==> src/rtl/div_by_five_pkg.sv <==
`default_nettype none
// ============================================================================
// Module      : div_by_five_pkg
// Description : FSM states and mod-5 fold / check-nibble helpers shared by the
//               divisible-by-five encoder and detector.
// Revision    : 1.0
// ============================================================================
package div_by_five_pkg;

  typedef enum logic [1:0] {
    IDLE = 2'd0,
    CALC = 2'd1,
    DONE = 2'd2
  } state_e;

  // (acc + nibble) mod 5 for acc in 0..4 and nibble in 0..15, so sum <= 19;
  // one compare-subtract pass is exact over that range.
  function automatic logic [2:0] fold_mod5(input logic [2:0] acc, input logic [3:0] nibble);
    logic [4:0] sum;
    sum = {2'b00, acc} + {1'b0, nibble};
    if (sum >= 5'd15)      sum = sum - 5'd15;
    else if (sum >= 5'd10) sum = sum - 5'd10;
    else if (sum >= 5'd5)  sum = sum - 5'd5;
    return 3'(sum);
  endfunction

  function automatic logic [3:0] check_nibble(input logic [2:0] r);
    logic [3:0] c;
    case (r)
      3'd1:    c = 4'd4;
      3'd2:    c = 4'd3;
      3'd3:    c = 4'd2;
      3'd4:    c = 4'd1;
      default: c = 4'd0;
    endcase
    return c;
  endfunction

endpackage
`default_nettype wire

==> src/rtl/div_by_five_encoder_mod5_fold.sv <==
`default_nettype none
// ============================================================================
// Module      : mod5_fold
// Description : Combinational single-nibble residue fold, acc_next = (acc+nibble) mod 5.
// Revision    : 1.0
// ============================================================================
module mod5_fold
  import div_by_five_pkg::*;
(
  input  logic [2:0] acc,
  input  logic [3:0] nibble,
  output logic [2:0] acc_next
);

  assign acc_next = fold_mod5(acc, nibble);

endmodule
`default_nettype wire

==> src/rtl/div_by_five_encoder.sv <==
`default_nettype none
// ============================================================================
// Module      : div_by_five_encoder
// Description : Serially folds a message mod 5 (16 == 1 mod 5) and appends a
//               check nibble so the code word {msg, c} is a multiple of five.
// Revision    : 1.0
// ============================================================================
module div_by_five_encoder
  import div_by_five_pkg::*;
#(
  parameter int BIT_WIDTH = 32
) (
  input  logic                 clk,
  input  logic                 rst,
  input  logic [BIT_WIDTH-1:0] in_msg,
  input  logic                 in_val,
  output logic                 in_rdy,
  output logic [BIT_WIDTH+3:0] out_msg,
  output logic                 out_val,
  input  logic                 out_rdy
);

  localparam int NIBBLES = BIT_WIDTH / 4;
  localparam int CNT_W   = (NIBBLES > 1) ? $clog2(NIBBLES) : 1;
  localparam logic [CNT_W-1:0] LAST_CNT = CNT_W'(NIBBLES - 1);

  if ((BIT_WIDTH % 4 != 0) || (BIT_WIDTH < 8)) begin : g_bad_width
    $error("div_by_five_encoder: BIT_WIDTH must be a multiple of 4 and >= 8");
  end

  state_e                 state_q, state_d;
  logic [BIT_WIDTH-1:0]   shreg_q, shreg_d;
  logic [BIT_WIDTH-1:0]   msg_q, msg_d;
  logic [2:0]             acc_q, acc_d;
  logic [CNT_W-1:0]       cnt_q, cnt_d;
  logic [BIT_WIDTH+3:0]   out_msg_q, out_msg_d;
  logic                   out_val_q, out_val_d;
  logic [2:0]             fold_acc;

  mod5_fold u_fold (
    .acc      (acc_q),
    .nibble   (shreg_q[3:0]),
    .acc_next (fold_acc)
  );

  always_comb begin
    state_d   = state_q;
    shreg_d   = shreg_q;
    msg_d     = msg_q;
    acc_d     = acc_q;
    cnt_d     = cnt_q;
    out_msg_d = out_msg_q;
    out_val_d = out_val_q;
    case (state_q)
      IDLE: begin
        if (in_val) begin
          shreg_d = in_msg;
          msg_d   = in_msg;
          acc_d   = 3'd0;
          cnt_d   = '0;
          state_d = CALC;
        end
      end
      CALC: begin
        acc_d   = fold_acc;
        shreg_d = {4'b0000, shreg_q[BIT_WIDTH-1:4]};
        cnt_d   = cnt_q + CNT_W'(1);
        // Last nibble folds on this edge, so the code word uses fold_acc directly.
        if (cnt_q == LAST_CNT) begin
          out_msg_d = {msg_q, check_nibble(fold_acc)};
          out_val_d = 1'b1;
          state_d   = DONE;
        end
      end
      DONE: begin
        if (out_rdy) begin
          out_val_d = 1'b0;
          state_d   = IDLE;
        end
      end
      default: begin
        out_val_d = 1'b0;
        state_d   = IDLE;
      end
    endcase
  end

  always_ff @(posedge clk) begin
    if (rst) begin
      state_q   <= IDLE;
      shreg_q   <= '0;
      msg_q     <= '0;
      acc_q     <= 3'd0;
      cnt_q     <= '0;
      out_msg_q <= '0;
      out_val_q <= 1'b0;
    end else begin
      state_q   <= state_d;
      shreg_q   <= shreg_d;
      msg_q     <= msg_d;
      acc_q     <= acc_d;
      cnt_q     <= cnt_d;
      out_msg_q <= out_msg_d;
      out_val_q <= out_val_d;
    end
  end

  assign in_rdy  = (state_q == IDLE) && !rst;
  assign out_msg = out_msg_q;
  assign out_val = out_val_q;

endmodule
`default_nettype wire

==> config.mk <==
export PLATFORM = sky130hd
export DESIGN_NAME = div_by_five_encoder
export DESIGN_NICKNAME = d
export VERILOG_FILES = /design/src/rtl/div_by_five_pkg.sv /design/src/rtl/div_by_five_encoder_mod5_fold.sv /design/src/rtl/div_by_five_encoder.sv
export SDC_FILE = /design/constraint.sdc
export NUM_CORES = 1
export LEC_CHECK = 0
export CAP_MARGIN = 10
export CORE_MARGIN = 2
export CORE_UTILIZATION = 50
export DETAILED_ROUTE_END_ITERATION = 10
export PLACE_DENSITY = 0.75
export SLEW_MARGIN = 5
export SYNTH_ARGS = -nofsm -noshare
export SYNTH_HDL_FRONTEND = slang
export SYNTH_HIERARCHICAL = 1
export SYNTH_SLANG_ARGS = --single-unit
==> constraint.sdc <==
create_clock -name clk -period 9.9 [get_ports clk]
set_clock_uncertainty 0.1 [all_clocks]
set_input_delay 1.98 -clock clk [delete_from_list [all_inputs] [get_ports clk]]
set_output_delay 1.98 -clock clk [all_outputs]
set_load 0.01 [all_outputs]
==> run summary, run 1 <==
The category of the critical setup timing path is primary input to primary output. The wire length of the first global-routing pass is 18.7 mm. The element type at the critical path end is a primary output. The worst hold path passes through 2 cells.

In this run the cell area of the synthesized design comes to 4940 sq um. The run finished with clean final reports. The count of final hold-check violations is 0. The worst hold path belongs to the class register to register.

Setup violations remaining at the end of the flow were counted as 0. In this run the worst setup path begins at rst. The number of enable-type register cells in the synthesized netlist came out at 0.

The final hold slack is 0.356 ns. The HPWL reported at the end of detailed placement came out at 7.86 mm. Using the TritonRoute via totals, the vias-per-cell ratio works out to 5.44.

Setup repair after global routing left no endpoint under its margin. The overall overflow remaining after global route came out at 0. The final cycle utilization of the critical path is 0.514. After synthesis the netlist holds a flip-flop and latch count of 108. The number of CTS-inserted buffers came out at 9.

The I/O pin count is 74. Timing analysis after detailed placement gives a worst setup slack of 4.80 ns. The filler cell count is 875. The die covers 10700 sq um. The antenna diode instance count is 0. The area of all placed cells without fillers is 5770 sq um.

For this run, the detailed router's first-pass iteration total came to 5. The number of cells on the worst reg-to-reg path is 11. The maximum fanout along the worst path is 37. The total routed wirelength is 11.7 mm. The final net count is 711. The smallest clock period supported by the final layout is computed as 5.09 ns. The number of global-route vias before repair came out at 3893. Synthesis produced a netlist whose cell count is 623. The average detailed-routed wire length per instance is 14.6 um.

Of the total power, combinational logic draws 0.200. The fraction of registers with async set/reset came out at 0. In the layout the commonest cells are sky130_fd_sc_hd__nand2_1 (135), sky130_fd_sc_hd__a21oi_1 (134), sky130_fd_sc_hd__dfxtp_1 (107), sky130_fd_sc_hd__clkdlybuf4s50_1 (70), sky130_fd_sc_hd__nor2_1 (64). The core box area came out at 9680 sq um. In the post-route analysis, the smallest setup slack over all paths is 4.81 ns. The tool flagged a number of max-cap violations equal to 0. At the end of routability-driven placement, the weighted congestion stood at 0.795. The number of gates resized after CTS was 0. The final route contains 4351 vias.

The required time at the worst-slack endpoint is 7.82 ns. The area growth from synthesis to layout is 16.7%. Yosys printed 6 warnings. Of the cells placed in the final design, the portion with a size suffix greater than 1 is 0.0975. The clock network latency to the later pin of the worst-skew pair is 0.38 ns. The tightest slew margin relative to the limit is 0.222. The root buffer cell chosen for the clock tree is sky130_fd_sc_hd__clkbuf_8.

The clock transition at the registers of the reported paths is 0.10 ns. The count of final max-slew check failures came to 0. The total negative slack is 0 ns. The number of routed nets with antenna violations came out at 0. The post-synthesis average cell area is 7.93 sq um.

The port buffer count came out at 72. The total setup buffers inserted after CTS is 0. The effective utilization at floorplan came out at 0.510. Across the VDD grid, the largest voltage drop is 0.0932 mV.

The clock sink total is 108. The number of hold buffers added after cts is 0. TritonCTS built the clock tree. The standard-cell row count came out at 36. The maximum clock insertion buffer count came out at 2.

The aggregate global-route resource usage is 0.222. The library cell used most frequently in the layout, excluding fill and tap cells, is sky130_fd_sc_hd__nand2_1. The post-synthesis sequential area ratio is 0.438.

The H-tree depth reported by CTS is 3. The origin of the critical flop-to-flop path is shreg_q[0]$_SDFFE_PP0P_. The number of distinct standard cells referenced by the synthesized netlist came out at 47. The leakage power came out at 0.00219 uW. Of the total power, the share spent switching nets is 0.304. Synthesis produced a netlist with a net count of 672. The total internal power is 636 uW. The worst-margin pin slew came out at 1.17 ns.

The power density over the cells came out at 159 nW/um^2. The DRC violations left is 0. The leading register cell type out of synthesis is sky130_fd_sc_hd__dfxtp_1. The sequential share of power came out at 0.517. The die outline width is 103 um.

The count of routing violations after the opening detailed-route iteration is 343. The maximum number of pins on one net before global-route repair came out at 74. The initial antenna violation count came out at 0.

The total placed instance area is 5580 sq um. Data arrives at the worst endpoint at 3.01 ns. The switching power of the nets came out at 278 uW. The part of the total power dissipated in the clock network came out at 0.284. The startpoint class of the critical path is a primary input.

The upper clock frequency limit is 0.197 GHz. The vertical die dimension is 103 um. The startpoint identified for the worst hold timing path is out_msg[15]$_SDFFE_PP0P_.
critical path, cell delays in order:
cell and delay (ns):
sky130_fd_sc_hd__buf_4 0.23, sky130_fd_sc_hd__nor3_1 0.21, sky130_fd_sc_hd__clkdlybuf4s50_1 0.58
flip-flops by register name (all words and copies together), names as in the netlist:
| signal | cells |
|---|---|
| state_q | 2 |
| cnt_q | 3 |
| msg_q | 32 |
| out_val | 1 |
| shreg_q | 32 |
| acc_q | 3 |
| out_msg | 35 |
kinds of logic (layout without fill, tap and decap cells):
family | count (synthesis) | count (layout) | synth area share
AOI/OAI and AO/OA | 190 | 190 | 0.243
xor gates and xnor gates | 4 | 4 | 0.00861
adders and majority gates | 13 | 13 | 0.0344
buffers and inverters | 86 | 130 | 0.0856
DFF | 108 | 108 | 0.438
muxes | 3 | 3 | 0.00608
other | 1 | 1 | 0.000759
and+or+nand+nor | 218 | 218 | 0.184
per-stage QoR:
step	std cells	util	total power (uW)
6_report	800	0.595	914
5_1_grt	800	0.595	958
4_1_cts	800	0.595	915
3_5_place_dp	784	0.576	661
3_3_place_gp	784	0.576	651
2_1_floorplan	623	-	613
power by group through the flow:
stage	Sequential (uW)	Clock (uW)	Combinational, uW
5_1_grt	475	281	202
4_1_cts	472	262	181
3_5_place_dp	482	0	179
3_3_place_gp	481	0	170
2_1_floorplan	477	0	136
6_report	472	259	183
cell usage after synthesis, drive strengths merged, types with 2 or more instances:
master	count	area, sq um
a21o	2	17.5
buf	32	220
xnor2	3	26.3
or2	2	12.5
o21ai	6	30.0
or3b	2	17.5
a22oi	5	37.5
and3	2	15.0
mux2i	3	30.0
nand3b	2	27.5
o21bai	2	15.0
a211oi	2	15.0
nand2	135	507
or3	2	12.5
a21oi	134	671
nor2	64	240
ha	12	150
clkbuf	17	63.8
inv	37	139
dfxtp	108	2160
nor3	3	20.0
o221a	28	315
o32ai	2	25.0
final timing paths:
| path | end | slack (ns) |
|---|---|---|
| min reg2reg | out_msg[15]$_SDFFE_PP0P_ | 0.36 |
| max | in_rdy | 4.81 |
| min | out_msg[15]$_SDFFE_PP0P_ | 0.36 |
| max reg2reg | out_msg[0]$_SDFFE_PP0P_ | 5.99 |
final cells by class:
type | count | area (sq um) | share of cell area
multi-input cells | 429 | 2360 | 0.409
flip-flops and latches | 108 | 2160 | 0.375
repair buffers | 77 | 751 | 0.130
well taps | 133 | 166 | 0.0289
inverters | 37 | 139 | 0.0241
clock buffers | 10 | 138 | 0.0239
clock inverters | 6 | 53.8 | 0.00933
routing by layer:
layer | part of all wire | vias to the layer above | track usage
met5 | 0 | - | 0
met4 | 0.013 | 0 | 0.0658
met1 | 0.46 | 2032 | 0.300
li1 | - | 2176 | -
met2 | 0.47 | 130 | 0.364
met3 | 0.056 | 13 | 0.0423
Note: power is estimated with default switching activity, not from simulation.
==> inputs of run 2 (changes only) <==
==> constraint.sdc (replaced) <==
create_clock -name clk -period 4.9 [get_ports clk]
set_clock_uncertainty 0.1 [all_clocks]
set_input_delay 0.98 -clock clk [delete_from_list [all_inputs] [get_ports clk]]
set_output_delay 0.98 -clock clk [all_outputs]
set_load 0.01 [all_outputs]
==> run summary, run 2 (synthesis gave the netlist of run 1 again) <==
The maximum number of pins on one net before global-route repair is 70 (-5.4%). The antenna diode instance count was 0 (unchanged). The average detailed-routed wire length per instance is 14.6 um (about the same). The synthesis-to-finish area growth came out at 16.9%. The core box area was 9680 sq um (unchanged).

The shortest period the worst path allows is 3.64 ns. STA classifies the critical path endpoint as a register. TritonCTS built the clock tree.

The port buffer count came to 72 (unchanged). The worst-margin pin slew is 1.13 ns (-0.0332 ns). The number of global-route vias before repair is 3862 (-0.80%). The count of final max-slew check failures is 0 (unchanged). The switching power of the nets was 558 uW (+100%). The tightest slew margin relative to the limit is 0.245 (+0.0221).

The worst register-to-register path begins at acc_q[0]$_SDFFE_PP0P_. The most repeated library cell on the critical path is sky130_fd_sc_hd__ha_1. The final cycle utilization of the critical path is 0.743. The clock network latency to the later pin of the worst-skew pair came out at 0.36 ns (-0.02 ns).

The total internal power came out at 1280 uW (+100%). The number of search-and-repair iterations in the first detailed-routing pass is 5 (unchanged). The fraction of power spent switching nets was 0.304 (about the same).

The type of the tightest min-delay check is register to register. Among all stages on the critical path, the largest delay is contributed by sky130_fd_sc_hd__fa_1. The total setup buffers inserted after CTS is 0 (unchanged). The count of routing violations after the opening detailed-route iteration came to 406 (+18%). The DRC violations left came out at 0 (unchanged). The number of CTS-inserted buffers is 9 (unchanged). The vertical die dimension came out at 103 um (unchanged). The final hold slack came to 0.357 ns (+0.00110 ns). The category of the critical setup timing path is register to register. The maximum fanout along the worst path came out at 6 (-84%). The buffer cell driving the clock tree root is sky130_fd_sc_hd__clkbuf_8. The aggregate global-route resource usage is 0.222 (-0.000283). The maximum cell stage delay along the critical path came out at 0.61 ns (+0.03 ns).

The number of flip-flops in the largest register came out at 35 (unchanged). The required time at the worst-slack endpoint is 5.10 ns (-2.72 ns). The reg2reg setup slack is 1.26 ns (-4.73 ns). The run finished with clean final reports. The part of the total power dissipated in the clock network is 0.279 (-0.005). The clock transition at the registers of the reported paths came to 0.11 ns (about the same).

The library cell used most frequently in the layout, excluding fill and tap cells, is sky130_fd_sc_hd__nand2_1. The worst IR drop on VDD is 0.188 mV (+100%). The fraction of layout instances using a drive strength above 1 came to 0.0973 (-0.000146).

The beginning of the worst hold path is out_msg[12]$_SDFFE_PP0P_. The filler cell count came out at 883 (+0.91%). The wire length of the first global-routing pass is 18.8 mm (+0.78%). The H-tree depth reported by CTS is 3 (unchanged).

The count of final hold-check violations is 0 (unchanged). The power density over the cells is 318 nW/um^2 (+100%). The fraction of power consumed by combinational cells was 0.201 (about the same). The number of hold buffers added after cts is 0 (unchanged).

The maximum clock insertion buffer count came to 2 (unchanged). The HPWL reported at the end of detailed placement is 7.99 mm (+1.7%). The sequential share of power is 0.520 (+0.003). The count of cells resized by post-cts repair is 0 (unchanged). The total routed wirelength is 11.7 mm (+0.22%). The I/O pin count is 74 (unchanged). Setup repair after global routing left no endpoint under its margin. The initial antenna violation count came to 0 (unchanged). The number of max-cap violations was 0 (unchanged). In the layout the commonest cells are sky130_fd_sc_hd__nand2_1 (135), sky130_fd_sc_hd__a21oi_1 (134), sky130_fd_sc_hd__dfxtp_1 (107), sky130_fd_sc_hd__clkdlybuf4s50_1 (70), sky130_fd_sc_hd__nor2_1 (64). Tracing the worst setup path back leads to its startpoint at acc_q[0]$_SDFFE_PP0P_. The buffer and inverter count on the worst path was 1 (-1). The endpoint arrival time on the critical path came out at 3.84 ns (+0.83 ns). Timing would allow up to 0.275 GHz.

Traced cell by cell, the critical path runs through ha_1 > fa_1 > inv_1 > ha_1 > a221oi_1 > o21ai_0 > and3_2 > o311ai_1 > xnor2_1 > or3_1 > a21oi_1. The number of cells on the worst hold path is 2 (unchanged). The total negative slack came out at 0 ns (unchanged). The via-per-instance ratio came to 5.43 (-0.15%). The leakage power is 0.00220 uW (+0.30%). The number of routed nets with antenna violations came to 0 (unchanged). STA classifies the critical path startpoint as a register. Among cell families on the critical path, the largest total delay comes from compound AO/OA/AOI/OAI gates. The die area was 10700 sq um (unchanged).

The worst register-to-register path ends at out_msg[0]$_SDFFE_PP0P_. The final net count came out at 712 (+0.14%). The effective utilization at floorplan was 0.510 (unchanged). The die outline width is 103 um (unchanged). The clock sink total came out at 108 (unchanged). The placer's final routability congestion estimate came to 0.901 (+13%). The total vias in the final route came to 4350 (-0.023%). The overall overflow remaining after global route came out at 0 (unchanged).

The number of setup violations in the final report is 0 (unchanged). The standard-cell row count came out at 36 (unchanged). The number of logic stages on the critical path including buffering was 11 (+8). The endpoint of the worst hold path is out_msg[12]$_SDFFE_PP0P_. The count of cells along the worst register-to-register path is 11 (unchanged).
run 2: worst min-delay path: cells and delay by family (launching register included):
kind            cells  cell delay, ns
flops               1            0.32
simple gates        1            0.05
compound gates      1            0.05
run 2: worst max-delay path by stage:
stage	slack, ns	to
2_1_floorplan	1.71	out_msg[0]$_SDFFE_PP0P_
3_3_place_gp	1.49	out_msg[0]$_SDFFE_PP0P_
3_5_place_dp	1.37	out_msg[0]$_SDFFE_PP0P_
4_1_cts	1.33	out_msg[0]$_SDFFE_PP0P_
5_1_grt	1.04	out_msg[2]$_SDFFE_PP0P_
6_report	1.26	out_msg[0]$_SDFFE_PP0P_
run 2: cell type report:
class	instances	area [sq um]	area share
Sequential cell	108	2160	0.375
Clock buffer	10	128	0.0221
Multi-Input combinational cell	429	2360	0.408
Tap cell	133	166	0.0288
Timing Repair Buffer	78	766	0.133
Clock inverter	6	57.6	0.00997
Inverter	37	139	0.0240
run 2: per-layer routing:
metal	track usage	vias up	routed length (um)
met3	0.0349	11	561
li1	-	2180	-
met2	0.348	129	5450
met1	0.318	2030	5560
met4	0.0617	0	131
met5	0	-	0
run 2: power groups by stage:
stage                     Sequential, uW  Combinational (uW)  Clock, uW
after floorplan                      965                 275          0
after global placement               971                 341          0
after detailed placement             973                 359          0
after CTS                            953                 361        525
after global routing                 959                 412        554
final                                954                 369        511
run 2: metrics by stage:
| step | util | power, uW | cell area, sq um | setup WS [ns] | std cells |
|---|---|---|---|---|---|
| 2_1_floorplan | - | 1240 | 4940 | 1.71 | 623 |
| 3_3_place_gp | 0.576 | 1310 | 5580 | 1.49 | 784 |
| 3_5_place_dp | 0.576 | 1330 | 5580 | 1.37 | 784 |
| 4_1_cts | 0.595 | 1840 | 5760 | 1.33 | 800 |
| 5_1_grt | 0.596 | 1930 | 5780 | 1.04 | 801 |
| 6_report | 0.596 | 1830 | 5780 | 1.26 | 801 |
